**src/rtl/sevenseg_pkg.sv**
```systemverilog
// Shared types and constants for the seven-segment display port: FSM states,
// active-low segment codes and the decimal digit-count helper.
package sevenseg_pkg;

  typedef enum logic [1:0] {
    IDLE,
    SHIFT,
    DONE
  } state_t;

  localparam logic [6:0] SEG_BLANK = 7'b1111111;

  // gfedcba, active-low, index = nibble value
  localparam logic [6:0] SEG_CODE [16] = '{
    7'b1000000, 7'b1111001, 7'b0100100, 7'b0110000,
    7'b0011001, 7'b0010010, 7'b0000010, 7'b1111000,
    7'b0000000, 7'b0010000, 7'b0001000, 7'b0000011,
    7'b1000110, 7'b0100001, 7'b0000110, 7'b0001110
  };

  // Decimal digits in 2**width-1, i.e. floor(width*log10(2))+1.
  function automatic int dec_digits(input int width);
    return (width * 30103) / 100000 + 1;
  endfunction

endpackage

```
**src/rtl/sevenseg_port_if.sv**
```systemverilog
// CPU write path into the display port, plus the busy indication back to the CPU.
interface sevenseg_port_if #(
  parameter int ADDR_W = 5,
  parameter int WORD_W = 8
);
  logic              wr_en;
  logic [ADDR_W-1:0] wr_addr;
  logic [WORD_W-1:0] wr_data;
  logic              dec_mode;
  logic              busy;

  modport master (output wr_en, wr_addr, wr_data, dec_mode, input busy);
  modport slave  (input wr_en, wr_addr, wr_data, dec_mode, output busy);
endinterface

```
**src/rtl/sevenseg_port_seg_decode.sv**
```systemverilog
// Nibble to active-low gfedcba segment pattern, purely combinational.
module seg_decode
  import sevenseg_pkg::*;
(
  input  logic [3:0] nib,
  output logic [6:0] seg
);
  assign seg = SEG_CODE[nib];
endmodule

```
**src/rtl/sevenseg_port.sv**
```systemverilog
// Memory-mapped N-digit seven-segment port with hex or double-dabble decimal display.
// Build option SEVENSEG_BLANK_EN blanks leading-zero digits (digit 0 always shown).
//
// state | meaning
// IDLE  | no conversion; a hit (or held pending entry) starts here
// SHIFT | double-dabble: adjust BCD nibbles then shift, WORD_W times
// DONE  | commit BCD result to display, then start pending entry or idle
module sevenseg_port
  import sevenseg_pkg::*;
#(
  parameter int              WORD_W    = 8,
  parameter int              ADDR_W    = 5,
  parameter int              NDIG      = 3,
  parameter logic [ADDR_W-1:0] PORT_ADDR = ADDR_W'(31)
) (
  input  logic                 clock,
  input  logic                 reset,
  sevenseg_port_if.slave       bus,
  output logic [WORD_W-1:0]    value,
  output logic [NDIG*7-1:0]    HEX
);

  localparam int BCD_W = NDIG * 4;
  localparam int CNT_W = $clog2(WORD_W + 1);

  if (NDIG < (WORD_W + 3) / 4 || NDIG < dec_digits(WORD_W)) begin : g_bad_ndig
    $error("sevenseg_port: NDIG too small to show a WORD_W-bit word");
  end

  state_t             state, state_nxt;
  logic [WORD_W-1:0]  shift_reg, word_reg, pend_data, start_data;
  logic [BCD_W-1:0]   bcd, bcd_adj, disp;
  logic [CNT_W-1:0]   cnt;
  logic               pend_valid, pend_mode, start_mode;
  logic               hit, load_dec, commit_hex, commit_bcd, shift_en, pend_load, pend_clr;

  assign hit      = bus.wr_en && (bus.wr_addr == PORT_ADDR);
  assign bus.busy = (state != IDLE) || pend_valid;

  always_comb begin
    bcd_adj = bcd;
    for (int k = 0; k < NDIG; k++) begin
      if (bcd[4*k +: 4] >= 4'd5) bcd_adj[4*k +: 4] = bcd[4*k +: 4] + 4'd3;
    end
  end

  always_comb begin
    state_nxt  = state;
    start_data = bus.wr_data;
    start_mode = bus.dec_mode;
    load_dec   = 1'b0;
    commit_hex = 1'b0;
    commit_bcd = 1'b0;
    shift_en   = 1'b0;
    pend_load  = 1'b0;
    pend_clr   = 1'b0;
    unique case (state)
      IDLE: begin
        // a fresh hit supersedes a held pending entry (last write wins)
        if (!hit && pend_valid) begin
          start_data = pend_data;
          start_mode = pend_mode;
        end
        if (hit || pend_valid) begin
          pend_clr = 1'b1;
          if (start_mode) begin
            load_dec  = 1'b1;
            state_nxt = SHIFT;
          end else begin
            commit_hex = 1'b1;
          end
        end
      end
      SHIFT: begin
        shift_en  = 1'b1;
        pend_load = hit;
        if (cnt == CNT_W'(WORD_W - 1)) state_nxt = DONE;
      end
      DONE: begin
        commit_bcd = 1'b1;
        pend_load  = hit;
        state_nxt  = IDLE;
        // pending hex entries are left held and committed from IDLE next edge
        if (pend_valid && pend_mode) begin
          start_data = pend_data;
          load_dec   = 1'b1;
          pend_clr   = 1'b1;
          state_nxt  = SHIFT;
        end
      end
      default: state_nxt = IDLE;
    endcase
  end

  always_ff @(posedge clock or posedge reset) begin
    if (reset) state <= IDLE;
    else       state <= state_nxt;
  end

  always_ff @(posedge clock or posedge reset) begin
    if (reset) begin
      shift_reg  <= '0;
      word_reg   <= '0;
      bcd        <= '0;
      cnt        <= '0;
      value      <= '0;
      disp       <= '0;
      pend_valid <= 1'b0;
      pend_data  <= '0;
      pend_mode  <= 1'b0;
    end else begin
      if (load_dec) begin
        shift_reg <= start_data;
        word_reg  <= start_data;
        bcd       <= '0;
        cnt       <= '0;
      end else if (shift_en) begin
        {bcd, shift_reg} <= {bcd_adj, shift_reg} << 1;
        cnt              <= cnt + 1'b1;
      end
      if (commit_hex) begin
        value <= start_data;
        disp  <= BCD_W'(start_data);
      end
      if (commit_bcd) begin
        value <= word_reg;
        disp  <= bcd;
      end
      if (pend_clr) pend_valid <= 1'b0;
      if (pend_load) begin
        pend_valid <= 1'b1;
        pend_data  <= bus.wr_data;
        pend_mode  <= bus.dec_mode;
      end
    end
  end

  logic [6:0] seg_raw [NDIG];

`ifdef SEVENSEG_BLANK_EN
  logic [NDIG-1:0] blank;
  logic            zero_run;

  always_comb begin
    blank    = '0;
    zero_run = 1'b1;
    for (int k = NDIG - 1; k >= 1; k--) begin
      zero_run = zero_run && (disp[4*k +: 4] == 4'd0);
      blank[k] = zero_run;
    end
  end
`endif

  for (genvar k = 0; k < NDIG; k++) begin : g_dig
    seg_decode u_dec (
      .nib (disp[4*k +: 4]),
      .seg (seg_raw[k])
    );
`ifdef SEVENSEG_BLANK_EN
    assign HEX[7*k +: 7] = blank[k] ? SEG_BLANK : seg_raw[k];
`else
    assign HEX[7*k +: 7] = seg_raw[k];
`endif
  end

endmodule

```
**src/flat_wrapper.sv**
```systemverilog
// flat-port wrapper written by rule: the top's interface ports become plain ports
module sevenseg_port_flat import sevenseg_pkg::*;
#(
  parameter int              WORD_W    = 8,
  parameter int              ADDR_W    = 5,
  parameter int              NDIG      = 3,
  parameter logic [ADDR_W-1:0] PORT_ADDR = ADDR_W'(31)
)
  (clock, reset, value, HEX, bus_wr_en, bus_wr_addr, bus_wr_data, bus_dec_mode, bus_busy);
  sevenseg_port_if #(.ADDR_W(ADDR_W), .WORD_W(WORD_W)) bus_i ();
  input  logic clock;
  input  logic reset;
  output logic [WORD_W-1:0] value;
  output logic [NDIG*7-1:0] HEX;
  input wire logic [$bits(bus_i.wr_en)-1:0] bus_wr_en;
  input wire logic [$bits(bus_i.wr_addr)-1:0] bus_wr_addr;
  input wire logic [$bits(bus_i.wr_data)-1:0] bus_wr_data;
  input wire logic [$bits(bus_i.dec_mode)-1:0] bus_dec_mode;
  output wire logic [$bits(bus_i.busy)-1:0] bus_busy;
  assign bus_i.wr_en = bus_wr_en;
  assign bus_i.wr_addr = bus_wr_addr;
  assign bus_i.wr_data = bus_wr_data;
  assign bus_i.dec_mode = bus_dec_mode;
  assign bus_busy = bus_i.busy;
  sevenseg_port #(.WORD_W(WORD_W), .ADDR_W(ADDR_W), .NDIG(NDIG), .PORT_ADDR(PORT_ADDR)) u_core (.clock(clock), .reset(reset), .bus(bus_i), .value(value), .HEX(HEX));
endmodule
```
**config.mk**
```make
export PLATFORM = sky130hd
export DESIGN_NAME = sevenseg_port_flat
export DESIGN_NICKNAME = d
export VERILOG_FILES = /design/src/rtl/sevenseg_pkg.sv /design/src/rtl/sevenseg_port_if.sv /design/src/rtl/sevenseg_port_seg_decode.sv /design/src/rtl/sevenseg_port.sv /design/src/flat_wrapper.sv
export SDC_FILE = /design/constraint.sdc
export NUM_CORES = 1
export LEC_CHECK = 0
export ABC_AREA = 1
export BUFFER_PORTS_ARGS = -buffer_cell sky130_fd_sc_hd__buf_2
export CORE_MARGIN = 2
export CORE_UTILIZATION = 35
export CTS_CLUSTER_DIAMETER = 30
export DETAILED_ROUTE_END_ITERATION = 6
export PLACE_DENSITY = 0.64
export REMOVE_ABC_BUFFERS = 1
export SLEW_MARGIN = 15
export SYNTH_ARGS = -nofsm -noshare
export SYNTH_HDL_FRONTEND = slang
export SYNTH_SLANG_ARGS = --single-unit
```
**constraint.sdc**
```tcl
create_clock -name clock -period 2.9 [get_ports clock]
set_clock_uncertainty 0.1 [all_clocks]
set_input_delay 0.725 -clock clock [delete_from_list [all_inputs] [get_ports clock]]
set_output_delay 0.725 -clock clock [all_outputs]
set_load 0.1 [all_outputs]
```
==> metrics.yaml <==
cp.arrival_ns: 1.88
syn2layout_area_growth_pct: 15.42
fp-row-count: 38
setup_viol: 0
hold_start: "u_core.pend_data[3]"
h-tree-depth: 3
drc: 0
globalplace.congestion: 0.8112
fin_nets: 595
grt_usage_pct: 15.70
critical_path_class: "flop to output port"
insertedDiodeCount: 0
endpoint_kind: "output port"
cts_buffers: 9
yosys.area.top_type: "dfrtp_1"
cp_max_fo: 6
fillers: 1138
die_w_um: 110.3
hold_path.class: "flop to flop"
antenna_found_initial: 0
cts_sinks: 64
regArea_um2: 1602
drive_gt1_share_pct: 15.37
timing.rr.start: "u_core.state[1]"
critical_path_required_ns: 2.08
min_period_over_period_pct: 93.44
startpoint_type: "flop"
design_area_um2: 4561
post_drt_wl_per_cell_um: 12.49
postSynthCellCount: 509
ys_warn_count: 0
synth_area_leaders: "dfrtp_1, nand2_1, ha_1, nand3_1, inv_1"
netlist.area_leader.share_pct: 40.53
dp_hpwl_um: 6154
report.final.slew_viol_count: 0
synth_area_um2: 3951
place_area_um2: 4297
hold_viol: 0
first_global_vias: 3220
clockRootBuffer: "clkbuf_16"
avgSynthCellArea_um2: 7.763
maxCapViolations: 0
initialDrtViolationCount: 291
die_area_um2: 12160
multiInputGateArea_um2: 2074
worstMarginPinSlew_ns: 0.7534
period_needed_ns: 2.710
vias: 3405
grt_pass1_wl_um: 14990
slew-limit-headroom_pct: 49.72
start_util_pct: 36.13
rsz0062_at_grt: "false"
post-cts-setup-buffers: 0
synth_cell_types: 36
dr.pass1.iters: 4
ys_ff_latch: 64
grt_max_degree: 37
cts.path.max_buffers: 2
via_per_inst: 4.913
ioPinCount: 47
drtAntennaViolNets: 0
port-buffer-count: 46
clock_latency_ns: 0.32
top_regs: "u_core.bcd x12, u_core.disp x12"
grt_overflow_total: 0
clk_pin_slew_ns: 0.05
status: "finished clean"
fp.coreArea_um2: 10940
die_h_um: 110.3
worstSetupStartpoint: "u_core.disp[1]"
clock.fmax_mhz: 369.0
yosysSeqAreaShare_pct: 40.53
wirelength_um: 8657
cts_tree: "yes"
[per-layer routing]
metal	track usage, %	share of wire, %
met2	24.93	46
met1	21.69	49
met3	3.175	5.0
met4	4.643	0.40
met5	0	0
[synthesized netlist by cell type, drive strengths merged]
cell type	number
a32o	1
or2	1
nand3b	1
nand4	16
a211oi	1
o22ai	6
ha	29
buf	9
o31ai	2
a21oi	30
a31oi	1
o21ai	34
dfrtp	64
a22oi	1
nor3	3
nand2	159
nor2	28
xor2	4
nand3	61
clkbuf	13
mux2i	1
inv	44
[what timing repair did]
item                       CTS  global route
hold endpoints to repair     0             0
hold buffers                 0             0
gates resized for setup      0             8
setup endpoints to repair    0             6
[final cells by class]
| cell class | instances | share of cell area (%) |
|---|---|---|
| inverter | 44 | 3.621 |
| tap | 140 | 3.841 |
| timing repair buffer | 51 | 6.475 |
| sequential | 64 | 35.12 |
| multi-input combinational | 379 | 45.49 |
| clock inverter | 1 | 0.1097 |
| clock buffer | 14 | 5.350 |
[critical path, cell delays in order (launching register included)]
cell and delay, ns:
dfrtp_1 0.43, inv_1 0.14, ha_1 0.19, inv_1 0.06
nor2_1 0.16, nand2_1 0.07, o21ai_0 0.07, buf_2 0.45
[cells by family after synthesis]
| group | count (synthesis) | share of synthesized area, % |
|---|---|---|
| mux | 1 | 0.2533 |
| fa+ha+maj | 29 | 9.183 |
| xor+xnor | 4 | 0.8865 |
| buf+inv | 66 | 6.967 |
| flops | 64 | 40.53 |
| simple gates | 269 | 31.57 |
| compound gates | 76 | 10.61 |
[cell usage in the layout (no fill, tap or decap), types with 2 or more instances in the layout]
| cell | n |
|---|---|
| a21oi_1 | 29 |
| clkbuf_1 | 5 |
| buf_2 | 40 |
| xor2_1 | 4 |
| nor2_1 | 26 |
| clkbuf_4 | 4 |
| nand3_1 | 55 |
| nor3_2 | 2 |
| nand2_1 | 149 |
| inv_1 | 43 |
| o21ai_0 | 32 |
| dfrtp_1 | 64 |
| o22ai_1 | 6 |
| nand3_2 | 5 |
| buf_4 | 6 |
| nand2_4 | 4 |
| clkbuf_16 | 9 |
| nand2_2 | 6 |
| nand4_1 | 16 |
| o31ai_1 | 2 |
| ha_1 | 29 |
[stage by stage]
stage | TNS [ns] | cells | utilization, % | hold WS [ns] | setup WS, ns
global route | 0 | 693 | 41.70 | 0.4042 | 0.02498
finish | 0 | 693 | 41.70 | 0.3811 | 0.1901
floorplan | -5.638 | 487 | - | 0.3492 | -0.9201
detailed placement | 0 | 678 | 39.29 | 0.3721 | 0.4148
global placement | 0 | 678 | 39.29 | 0.3624 | 0.4743
CTS | 0 | 693 | 41.57 | 0.3852 | 0.05839
[worst paths after layout]
kind	endpoint	slack (ns)	cells past startpoint
max	HEX[4]	0.19	7
min	u_core.pend_data[3]	0.38	2
max reg2reg	u_core.shift_reg[3]	0.89	8
min reg2reg	u_core.pend_data[3]	0.38	2
max in group asynchronous	u_core.shift_reg[5]	1.68	3
min in group asynchronous	u_core.cnt[1]	0.40	2
Power is left out: the tool's default activity adds up to more than one toggle a clock period on the data nets, which glitch-free logic cannot reach.
